[config.mk]
export PLATFORM = sky130hd
export DESIGN_NAME = mem_arbiter
export DESIGN_NICKNAME = d
export VERILOG_FILES = /design/src/rtl/mem_arbiter.sv
export SDC_FILE = /design/constraint.sdc
export NUM_CORES = 1
export LEC_CHECK = 0
export ABC_AREA = 1
export BUFFER_PORTS_ARGS = -buffer_cell sky130_fd_sc_hd__buf_2
export CAP_MARGIN = 20
export CORE_ASPECT_RATIO = 1.2
export CORE_MARGIN = 1
export CORE_UTILIZATION = 35
export CTS_CLUSTER_SIZE = 25
export DETAILED_ROUTE_END_ITERATION = 12
export HOLD_SLACK_MARGIN = 0.08
export PLACE_DENSITY_LB_ADDON = 0.08
export RECOVER_POWER = 100
export SLEW_MARGIN = 20
export SYNTH_ARGS = -nofsm -noshare
export SYNTH_HDL_FRONTEND = slang
export SYNTH_SLANG_ARGS = --single-unit
[constraint.sdc]
create_clock -name CLK -period 8.8 [get_ports CLK]
set_input_delay 0.88 -clock CLK [delete_from_list [all_inputs] [get_ports CLK]]
set_output_delay 0.88 -clock CLK [all_outputs]
set_load 0.1 [all_outputs]
[src/rtl/mem_arbiter.sv]
// Round-robin arbiter sharing one memory port between icache refill and LSU.
// Optional MEM_ARBITER_TIMEOUT_EN adds a wait-cycle watchdog with an err pulse.
module mem_arbiter #(
    parameter int ADDR_W  = 20,
    parameter int DATA_W  = 32,
    parameter int TIMEOUT = 255
) (
    input  logic                  CLK,
    input  logic                  reset,
    input  logic                  i_req,
    input  logic [ADDR_W-1:0]     i_addr,
    output logic [DATA_W-1:0]     i_rdata,
    output logic                  i_valid,
    input  logic                  d_req,
    input  logic                  d_we,
    input  logic [ADDR_W-1:0]     d_addr,
    input  logic [DATA_W-1:0]     d_wdata,
    input  logic [DATA_W/8-1:0]   d_wmask,
    output logic [DATA_W-1:0]     d_rdata,
    output logic                  d_valid,
    output logic                  mem_req,
    output logic                  mem_we,
    output logic [ADDR_W-1:0]     mem_addr,
    output logic [DATA_W-1:0]     mem_wdata,
    output logic [DATA_W/8-1:0]   mem_wmask,
    input  logic [DATA_W-1:0]     mem_rdata,
    input  logic                  mem_ready,
    output logic [1:0]            grant,
    output logic                  err
);

    typedef enum logic [1:0] {
        IDLE    = 2'd0,
        SERVE_I = 2'd1,
        SERVE_D = 2'd2,
        DONE    = 2'd3
    } state_t;

    state_t                state_q, state_d;
    logic                  last_d_q, last_d_d;
    logic                  mem_req_q, mem_req_d;
    logic                  mem_we_q, mem_we_d;
    logic [ADDR_W-1:0]     mem_addr_q, mem_addr_d;
    logic [DATA_W-1:0]     mem_wdata_q, mem_wdata_d;
    logic [DATA_W/8-1:0]   mem_wmask_q, mem_wmask_d;
    logic [DATA_W-1:0]     i_rdata_q, i_rdata_d;
    logic [DATA_W-1:0]     d_rdata_q, d_rdata_d;
    logic                  i_valid_q, i_valid_d;
    logic                  d_valid_q, d_valid_d;
    logic [1:0]            grant_q, grant_d;
    logic                  err_q, err_d;
    logic                  pick_i, pick_d;
    logic                  done, tmo;

`ifdef MEM_ARBITER_TIMEOUT_EN
    localparam int CNT_W = ($clog2(TIMEOUT + 1) > 8) ? $clog2(TIMEOUT + 1) : 8;
    localparam logic [CNT_W-1:0] TO_LAST = CNT_W'(TIMEOUT - 1);

    logic [CNT_W-1:0] cnt_q, cnt_d;
`else
    logic unused_timeout;
    assign unused_timeout = ^TIMEOUT;
`endif

    always_comb begin
        state_d     = state_q;
        last_d_d    = last_d_q;
        mem_req_d   = mem_req_q;
        mem_we_d    = mem_we_q;
        mem_addr_d  = mem_addr_q;
        mem_wdata_d = mem_wdata_q;
        mem_wmask_d = mem_wmask_q;
        i_rdata_d   = i_rdata_q;
        d_rdata_d   = d_rdata_q;
        i_valid_d   = 1'b0;
        d_valid_d   = 1'b0;
        grant_d     = grant_q;
        err_d       = 1'b0;
        pick_i      = 1'b0;
        pick_d      = 1'b0;
        done        = 1'b0;
        tmo         = 1'b0;
`ifdef MEM_ARBITER_TIMEOUT_EN
        cnt_d       = cnt_q;
`endif
        unique case (state_q)
            IDLE: begin
                // On a tie, last_d_q steers the grant to the other side.
                pick_i = i_req && (!d_req || last_d_q);
                pick_d = d_req && !pick_i;
                if (pick_i) begin
                    state_d     = SERVE_I;
                    last_d_d    = 1'b0;
                    mem_req_d   = 1'b1;
                    mem_we_d    = 1'b0;
                    mem_addr_d  = i_addr;
                    mem_wdata_d = '0;
                    mem_wmask_d = '0;
                    grant_d     = 2'b01;
                end else if (pick_d) begin
                    state_d     = SERVE_D;
                    last_d_d    = 1'b1;
                    mem_req_d   = 1'b1;
                    mem_we_d    = d_we;
                    mem_addr_d  = d_addr;
                    mem_wdata_d = d_wdata;
                    mem_wmask_d = d_wmask;
                    grant_d     = 2'b10;
                end
`ifdef MEM_ARBITER_TIMEOUT_EN
                cnt_d = '0;
`endif
            end
            SERVE_I, SERVE_D: begin
                if (mem_ready) begin
                    done = 1'b1;
                end
`ifdef MEM_ARBITER_TIMEOUT_EN
                else if (cnt_q == TO_LAST) begin
                    tmo = 1'b1;
                end else begin
                    cnt_d = cnt_q + 1'b1;
                end
`endif
                if (done || tmo) begin
                    state_d   = DONE;
                    mem_req_d = 1'b0;
                    grant_d   = 2'b00;
                    err_d     = tmo;
                    if (state_q == SERVE_I) begin
                        i_valid_d = 1'b1;
                        i_rdata_d = tmo ? '0 : mem_rdata;
                    end else begin
                        d_valid_d = 1'b1;
                        d_rdata_d = tmo ? '0 : mem_rdata;
                    end
                end
            end
            DONE: begin
                state_d = IDLE;
            end
            default: begin
                state_d = IDLE;
            end
        endcase
    end

    always_ff @(posedge CLK or posedge reset) begin
        if (reset) begin
            state_q     <= IDLE;
            last_d_q    <= 1'b1;
            mem_req_q   <= 1'b0;
            mem_we_q    <= 1'b0;
            mem_addr_q  <= '0;
            mem_wdata_q <= '0;
            mem_wmask_q <= '0;
            i_rdata_q   <= '0;
            d_rdata_q   <= '0;
            i_valid_q   <= 1'b0;
            d_valid_q   <= 1'b0;
            grant_q     <= 2'b00;
            err_q       <= 1'b0;
`ifdef MEM_ARBITER_TIMEOUT_EN
            cnt_q       <= '0;
`endif
        end else begin
            state_q     <= state_d;
            last_d_q    <= last_d_d;
            mem_req_q   <= mem_req_d;
            mem_we_q    <= mem_we_d;
            mem_addr_q  <= mem_addr_d;
            mem_wdata_q <= mem_wdata_d;
            mem_wmask_q <= mem_wmask_d;
            i_rdata_q   <= i_rdata_d;
            d_rdata_q   <= d_rdata_d;
            i_valid_q   <= i_valid_d;
            d_valid_q   <= d_valid_d;
            grant_q     <= grant_d;
            err_q       <= err_d;
`ifdef MEM_ARBITER_TIMEOUT_EN
            cnt_q       <= cnt_d;
`endif
        end
    end

    assign mem_req   = mem_req_q;
    assign mem_we    = mem_we_q;
    assign mem_addr  = mem_addr_q;
    assign mem_wdata = mem_wdata_q;
    assign mem_wmask = mem_wmask_q;
    assign i_rdata   = i_rdata_q;
    assign d_rdata   = d_rdata_q;
    assign i_valid   = i_valid_q;
    assign d_valid   = d_valid_q;
    assign grant     = grant_q;
    assign err       = err_q;

endmodule

==> flow_metrics.tcl, run 1 <==
set metrics [dict create \
    status "finished, violations left" \
    violations "max-capacitance violations, max-slew violations" \
    cts_buffer_depth 2 \
    yosysTopAreaCell "dfrtp_1" \
    cts_buffers 17 \
    synthDistinctLibCells 20 \
    drc_errors 0 \
    syn-num-nets 722 \
    crit_chain "clkbuf_1, o21ai_4, clkbuf_1, nor2_1, nand2_1, nand2_1" \
    cts.sinks 129 \
    fin_crit_sh_pct 55.37 \
    grt_setup_unrepaired "no" \
    clk_pin_slew_ns 0.06 \
    antenna_found_initial 0 \
    fp.coreArea_sq_um 14900 \
    mostFrequentLayoutCell "nand2_1" \
    dr.pass1.iters 4 \
    drtIter0Drc 213 \
    gp_congestion 0.7371 \
    cts_tree "done" \
    start_kind "input pin" \
    cp_slowest_stage_delay_ns 2.09 \
    cts.htree.levels 4 \
    setup_viol 0 \
    post_drt_via_cell_ratio 4.428 \
    die_w_microns 114.5 \
    layout-drive-gt1-share_pct 17.42 \
    yosysSeqAreaShare_pct 60.72 \
    relSlewSlack_pct -143.4 \
    dpl.cell_count 1016 \
    fillers 1541 \
    grt_pass1_vias 4478 \
    path_delay_family "simple AND/OR/NAND/NOR gates" \
    worst_slew_pin_slew_ns 3.632 \
    netlist_instances 604 \
    place.detailed.hpwl_microns 9458 \
    cts_hold_buf 0 \
    areaGrowthSynthToFinish_pct 33.26 \
    slew_viol_final 298 \
    track_usage_pct 18.15 \
    ys_top_cells_by_area "dfrtp_1 60%, nand2_1 18%, o21ai_0 6.1%" \
    multi_input_area_sq_um 1662 \
    initial_core_util_pct 35.70 \
    cp_num_buf_inv 2 \
    grt_pass1_wl_microns 21800 \
    root_buffer "clkbuf_16" \
    vias 4645 \
    grt_overflow 0 \
    synth_area_sq_um 5319 \
    rows 49 \
    wl_microns 13860 \
    crit_fanout 43 \
    layout_common_cells "259 x nand2_1, 131 x clkbuf_1, 128 x dfrtp_1" \
    ys_ff_latch 129 \
    dieArea_sq_um 15700 \
    ctsResizeCount 0 \
    tns_ns 0 \
    register_area_sq_um 3229 \
    path_class "input pin to flop" \
    hp-class "flop to flop" \
    grt_max_degree 84 \
    synth_top_area_share_pct 60.22 \
    cpMaxStageDelayCell "nor2_1" \
    die_height_microns 137.0 \
    io_pins 241 \
    max_freq_mhz 205.2 \
    endpoint_kind "flop" \
    hold_viol_final 0 \
    fin_skew_ns 0.006821 \
    fin_nets 949 \
    arrival_ns 5.21 \
    clkLatencyLatePin_ns 0.41 \
    postSynthAreaPerCell_sq_um 8.806 \
    synth_warnings 0 \
    cp.required_ns 9.14 \
    ant_nets 0 \
    instances_no_fill 1049 \
    cts_setup_buffers 0 \
    wl_per_cell_microns 13.22 \
    drv_cap 5 \
    portBuffers 239 \
    fin_crit_ns 4.873 \
]
==> final cells by class <==
class / instances / area share (%)
Sequential cell: 129 / 45.56
Multi-Input combinational cell: 379 / 23.44
Timing Repair Buffer: 241 / 14.77
Clock buffer: 22 / 6.690
Tap cell: 204 / 3.601
Inverter: 63 / 3.354
Clock inverter: 10 / 2.542
Antenna cell: 1 / 0.03530
==> sequential cells by signal (all words and copies together), names as in the netlist, 2 cells and up <==
| register | count |
|---|---|
| d_rdata | 32 |
| i_rdata | 32 |
| mem_wdata | 32 |
| mem_addr | 20 |
| mem_wmask | 4 |
| grant | 2 |
| state_q | 2 |
==> per-stage QoR <==
stage,instance area [sq um],utilization (%),setup WS [ns],hold WS [ns]
floorplan,5319,-,4.481,0.4488
global placement,6620,44.44,5.941,0.4578
detailed placement,6620,44.44,5.813,0.4547
CTS,7274,48.83,6.268,0.4669
global route,7086,47.56,3.261,0.4916
finish,7088,47.58,3.927,0.4696
==> Yosys cell counts <==
library cell  count
nand2_1         258
dfrtp_1         128
o21ai_0          65
inv_1            61
nand3_1          24
nand3b_1         20
buf_2            12
clkbuf_1         11
buf_4             5
ha_1              4
buf_1             3
buf_6             2
inv_2             2
nor2_1            2
or2_2             2
conb_1            1
dfstp_2           1
nand2_2           1
nor2_8            1
o21ai_4           1
==> metal layers <==
layer	wire, microns	vias up	GRT usage (%)
met5	0	-	0
met3	1076	20	5.979
met2	6485	163	28.11
met1	6036	2154	22.64
met4	267	0	9.163
li1	-	2308	-
==> cells by family (layout without fill, tap and decap cells) <==
logic type,after synthesis,count (layout),synth area share [%]
other cells,1,2,0.07050
simple gates,308,308,24.16
flops,129,129,60.72
compound gates,66,66,6.422
buf+inv,96,336,7.692
fa+ha+maj,4,4,0.9410
==> final timing paths <==
kind,start,to,slack [ns],cells past startpoint
min,mem_req$_DFFE_PP0P_,mem_req$_DFFE_PP0P_,0.47,2
max in group asynchronous,reset,mem_wdata[31]$_DFFE_PP0P_,5.42,3
min reg2reg,mem_req$_DFFE_PP0P_,mem_req$_DFFE_PP0P_,0.47,2
max,i_req,mem_wdata[22]$_DFFE_PP0P_,3.93,6
max reg2reg,state_q[1]$_DFFE_PP0P_,mem_wdata[22]$_DFFE_PP0P_,4.56,7
min in group asynchronous,reset,d_rdata[19]$_DFFE_PP0P_,1.54,2
==> worst register-to-register path: stages, from the launching register on <==
cell      delay, ns
dfrtp_1        0.37
inv_1          0.13
ha_1           0.26
o21ai_4        0.19
clkbuf_1       0.81
nor2_1         2.09
nand2_1        0.17
nand2_1        0.16
Power of run 1 is left out: the tool's default activity adds up to more than one toggle a clock period on the data nets, which glitch-free logic cannot reach.
==> run 2: changes to the inputs <==
==> constraint.sdc (replaced) <==
create_clock -name CLK -period 4.1 [get_ports CLK]
set_input_delay 0.41 -clock CLK [delete_from_list [all_inputs] [get_ports CLK]]
set_output_delay 0.41 -clock CLK [all_outputs]
set_load 0.1 [all_outputs]
==> run 2 against run 1 <==
  * The flow still finishes with violations (max-capacitance violations, max-slew violations)
  * Clock skew increased by 0.0035 ns
  * Wire length about the same
  * Register-to-register slack got worse by 3.3 ns
  * Global-route usage increased by 0.26 points
  * Cell count about the same
  * Flip-flop and latch count unchanged
  * Utilization decreased by 0.26 points
  * Sequential share of layout area increased by 0.25 points
  * Count of clock-buffer cells in the layout decreased by 1
  * Worst hold slack got worse by 0.28 ns
==> flow_metrics.tcl, run 2 (same netlist as run 1, synthesis figures left out) <==
set metrics [dict create \
    layout-drive-gt1-share_pct 17.91 \
    setup_viol 0 \
    violations "max-capacitance violations, max-slew violations" \
    wl_per_cell_microns 13.22 \
    clk_pin_slew_ns 0.06 \
    crit_fanout 65 \
    max_freq_mhz 356.3 \
    path_delay_family "simple AND/OR/NAND/NOR gates" \
    drc_errors 0 \
    drtIter0Drc 254 \
    cts_hold_buf 0 \
    regToRegSetupSlack_ns 1.29 \
    r2r-end "d_rdata[22]$_DFFE_PP0P_" \
    pre_cts_ws_ns 1.651 \
    portBuffers 239 \
    gp_congestion 0.7266 \
    root_buffer "clkbuf_16" \
    stdcell_area_sq_um 7049 \
    cp_slowest_stage_delay_ns 1.35 \
    layout_common_cells "259 x nand2_1, 128 x dfrtp_1, 127 x clkbuf_1" \
    multi_input_area_sq_um 1678 \
    grt_setup_unrepaired "no" \
    grt_max_degree 70 \
    antenna_found_initial 0 \
    worst_slew_pin_slew_ns 2.720 \
    arrival_ns 3.01 \
    cts_tree "done" \
    track_usage_pct 18.41 \
    hold_viol_final 0 \
    crit_chain "inv_1, ha_1, inv_1, nor2_1, nand2_1, o21ai_0" \
    ant_nets 0 \
    fin_nets 949 \
    tns_ns 0 \
    fin_crit_ns 2.807 \
    cts_setup_buffers 0 \
    register_area_sq_um 3229 \
    status "finished, violations left" \
    endpoint_kind "flop" \
    mostFrequentLayoutCell "nand2_1" \
    clkLatencyLatePin_ns 0.41 \
    cts.sinks 129 \
    grt_pass1_wl_microns 22080 \
    slew_viol_final 193 \
    finalWorstSetupSlack_ns 1.293 \
    dpl_cell_area_sq_um 6633 \
    cts_buffers 17 \
    min_to "mem_wdata[10]$_DFFE_PP0P_" \
    wl_microns 13860 \
    grt_pass1_vias 4488 \
    path_common_cell "inv_1" \
    post_drt_via_cell_ratio 4.416 \
    initial_core_util_pct 35.70 \
    fillers 1583 \
    path_class "flop to flop" \
    rr_worst_depth 6 \
    cp.required_ns 4.30 \
    io_pins 241 \
    place.detailed.hpwl_microns 9665 \
    hp-class "input pin to flop" \
    dr.pass1.iters 5 \
    r2r_start "state_q[0]$_DFFE_PP0P_" \
    die_w_microns 114.5 \
    relSlewSlack_pct -82.33 \
    fin_skew_ns 0.01034 \
    vias 4628 \
    cts.htree.levels 4 \
    cp_num_buf_inv 2 \
    fp.coreArea_sq_um 14900 \
    min_path_cells 3 \
    fin_crit_sh_pct 68.46 \
    start_kind "flop" \
    drv_cap 3 \
    die_height_microns 137.0 \
    cpMaxStageDelayCell "nand2_1" \
    cts_buffer_depth 2 \
    rows 49 \
    areaGrowthSynthToFinish_pct 32.53 \
    worstHoldStart "d_wdata[10]" \
    grt_overflow 0 \
    ctsResizeCount 0 \
    dieArea_sq_um 15700 \
]
[run 2: cell count changes in the layout (fill, tap and decap cells not counted), sizes merged]
cell / previous run / this run
clkinvlp: 3 / 5
buf: 112 / 115
bufinv: 5 / 2
clkinv: 3 / 4
clkbuf: 151 / 147
[run 2: tightest hold or removal path, stage by stage]
cell	delay, ns
buf_2	0.07
nand2_1	0.04
nand2_1	0.04
[run 2: layer usage]
layer / routed length [microns] / global-route usage (%) / share of wire (%)
met1: 6086 / 23.01 / 44
met2: 6529 / 28.22 / 47
met3: 1086 / 6.997 / 7.8
met4: 153 / 8.369 / 1.1
met5: 0 / 0 / 0
[run 2: how the worst max path moves through the flow]
stage	endpoint	cells past startpoint	start	slack, ns
5_1_grt	d_rdata[14]$_DFFE_PP0P_	6	state_q[0]$_DFFE_PP0P_	0.83
3_3_place_gp	mem_wmask[0]$_DFFE_PP0P_	7	d_req	1.77
6_report	d_rdata[22]$_DFFE_PP0P_	6	state_q[0]$_DFFE_PP0P_	1.29
4_1_cts	mem_wdata[30]$_DFFE_PP0P_	7	last_d_q$_DFFE_PP1P_	1.81
3_5_place_dp	mem_wdata[30]$_DFFE_PP0P_	7	d_req	1.65
2_1_floorplan	d_rdata[0]$_DFFE_PP0P_	1	reset	0.25
[run 2: through the flow]
stage	std cells	util, %	hold slack (ns)
after floorplan	604	-	0.4488
after global placement	1016	44.52	0.4577
after detailed placement	1016	44.52	0.4599
after CTS	1047	48.42	0.1674
after global routing	1047	47.30	0.1757
final	1048	47.32	0.1884
[run 2: area by class of cell]
cell class,instances,area share [%]
clock buffers,21,6.674
multi-input cells,379,23.80
inverters,63,3.372
well taps,204,3.621
repair buffers,241,15.12
flip-flops and latches,129,45.81
clock inverters,10,1.562
diodes,1,0.03550
Power of run 2 is left out for the same reason.
==> run 3: changes to the inputs <==
==> constraint.sdc (replaced) <==
create_clock -name CLK -period 2.6 [get_ports CLK]
set_input_delay 0.26 -clock CLK [delete_from_list [all_inputs] [get_ports CLK]]
set_output_delay 0.26 -clock CLK [all_outputs]
set_load 0.1 [all_outputs]
==> run 3 against run 2 <==
  * The run still ends with max-capacitance violations, max-slew violations left
  * Count of clock-buffer cells in the layout decreased by 1
  * Clock skew grew 0.00098 ns
  * Sequential share of layout area is 2.8 points lower
  * Non-clock buffer count up 45
  * Wire length is 5.0% higher
  * Register-to-register slack lost 0.87 ns
  * Maximum frequency up 29%
==> flow_metrics.tcl, run 3 (same netlist as run 1, synthesis figures left out) <==
set metrics [dict create \
    path_delay_family "simple AND/OR/NAND/NOR gates" \
    drtIter0Drc 204 \
    vias 4777 \
    start_kind "flop" \
    violations "max-capacitance violations, max-slew violations" \
    place.detailed.hpwl_microns 10160 \
    tns_ns 0 \
    fillers 1489 \
    wl_per_cell_microns 13.30 \
    cp_num_buf_inv 2 \
    relSlewSlack_pct -2.729 \
    gp_congestion 0.7832 \
    die_w_microns 114.5 \
    track_usage_pct 18.90 \
    clk_pin_slew_ns 0.06 \
    hold_viol_final 0 \
    max_freq_mhz 458.7 \
    dieArea_sq_um 15700 \
    layout-drive-gt1-share_pct 18.00 \
    stdcell_area_sq_um 7511 \
    cts.sinks 129 \
    cts_buffer_depth 2 \
    areaGrowthSynthToFinish_pct 41.21 \
    layout_common_cells "258 x nand2_1, 128 x clkbuf_1, 128 x dfrtp_1" \
    io_pins 241 \
    cp_slowest_stage_delay_ns 0.67 \
    status "finished, violations left" \
    grt_max_degree 41 \
    path_class "flop to flop" \
    drc_errors 0 \
    ant_nets 0 \
    path_common_cell "nand2_1" \
    endpoint_kind "flop" \
    cts_setup_buffers 0 \
    post_drt_via_cell_ratio 4.367 \
    slew_viol_final 32 \
    mostFrequentLayoutCell "nand2_1" \
    arrival_ns 2.53 \
    hold_slack_ns 0.1163 \
    wl_microns 14550 \
    grt_pass1_vias 4670 \
    clkLatencyLatePin_ns 0.42 \
    cp.required_ns 2.95 \
    setup_viol 0 \
    cpMaxStageDelayCell "nor2_4" \
    cts.htree.levels 4 \
    drv_cap 1 \
    dr.pass1.iters 4 \
    antenna_found_initial 0 \
    grt_pass1_wl_microns 22760 \
    ctsResizeCount 0 \
    cts_buffers 17 \
    fin_skew_ns 0.01132 \
    crit_chain "inv_1, nand2_1, nand2_1, inv_2, nor2_4, nand2_1, nand2_1" \
    hp-class "input pin to flop" \
    dpl_cell_area_sq_um 6711 \
    initial_core_util_pct 35.70 \
    fp.coreArea_sq_um 14900 \
    grt_setup_unrepaired "no" \
    cts_hold_buf 38 \
    die_height_microns 137.0 \
    crit_fanout 37 \
    dpl.cell_count 1023 \
    instances_no_fill 1094 \
    root_buffer "clkbuf_16" \
    fin_nets 994 \
    fin_crit_sh_pct 83.86 \
    cts_tree "done" \
    grt_overflow 0 \
    fin_crit_ns 2.180 \
    worst_slew_pin_slew_ns 1.533 \
    rows 49 \
    portBuffers 239 \
]
[run 3: worst paths after layout]
| check | from | depth (start not counted) | slack (ns) | endpoint |
|---|---|---|---|---|
| min in group asynchronous | reset | 3 | 0.76 | mem_wdata[30]$_DFFE_PP0P_ |
| max in group asynchronous | reset | 4 | 0.52 | mem_addr[16]$_DFFE_PP0P_ |
| max | last_d_q$_DFFE_PP1P_ | 7 | 0.42 | mem_wdata[12]$_DFFE_PP0P_ |
| max reg2reg | last_d_q$_DFFE_PP1P_ | 7 | 0.42 | mem_wdata[12]$_DFFE_PP0P_ |
| min | mem_rdata[19] | 3 | 0.12 | d_rdata[19]$_DFFE_PP0P_ |
| min reg2reg | i_rdata[15]$_DFFE_PP0P_ | 2 | 0.48 | i_rdata[15]$_DFFE_PP0P_ |
[run 3: final cells by class]
cell class,count,area (sq um),area share (%)
flip-flops and latches,129,3229,43.00
multi-input cells,379,1672,22.26
repair buffers,286,1500,19.97
clock buffers,20,456.7,6.080
well taps,204,255.2,3.398
inverters,63,237.7,3.165
clock inverters,12,157.7,2.099
diodes,1,2.502,0.03332
[run 3: metal layers]
layer	vias up	track usage [%]	wire length, microns	part of all wire [%]
met5	-	0	0	0
met1	2201	22.69	6237	43
met2	161	31.11	7134	49
li1	2396	-	-	-
met4	0	8.081	225	1.5
met3	19	6.112	953	6.5
[run 3: worst reg2reg max path, cell delays in order, from the launching register on]
cell and delay, ns:
dfstp_2 0.36, inv_1 0.04, nand2_1 0.05, nand2_1 0.63, inv_2 0.14, nor2_4 0.67, nand2_1 0.14, nand2_1 0.09
[run 3: per-stage QoR]
stage,worst slack [ns],util [%]
after floorplan,0.7456,-
after global placement,0.5898,45.05
after detailed placement,0.4875,45.05
after CTS,0.4865,51.73
after global routing,0.1567,50.40
final,0.4197,50.42
Power of run 3 is left out for the same reason.
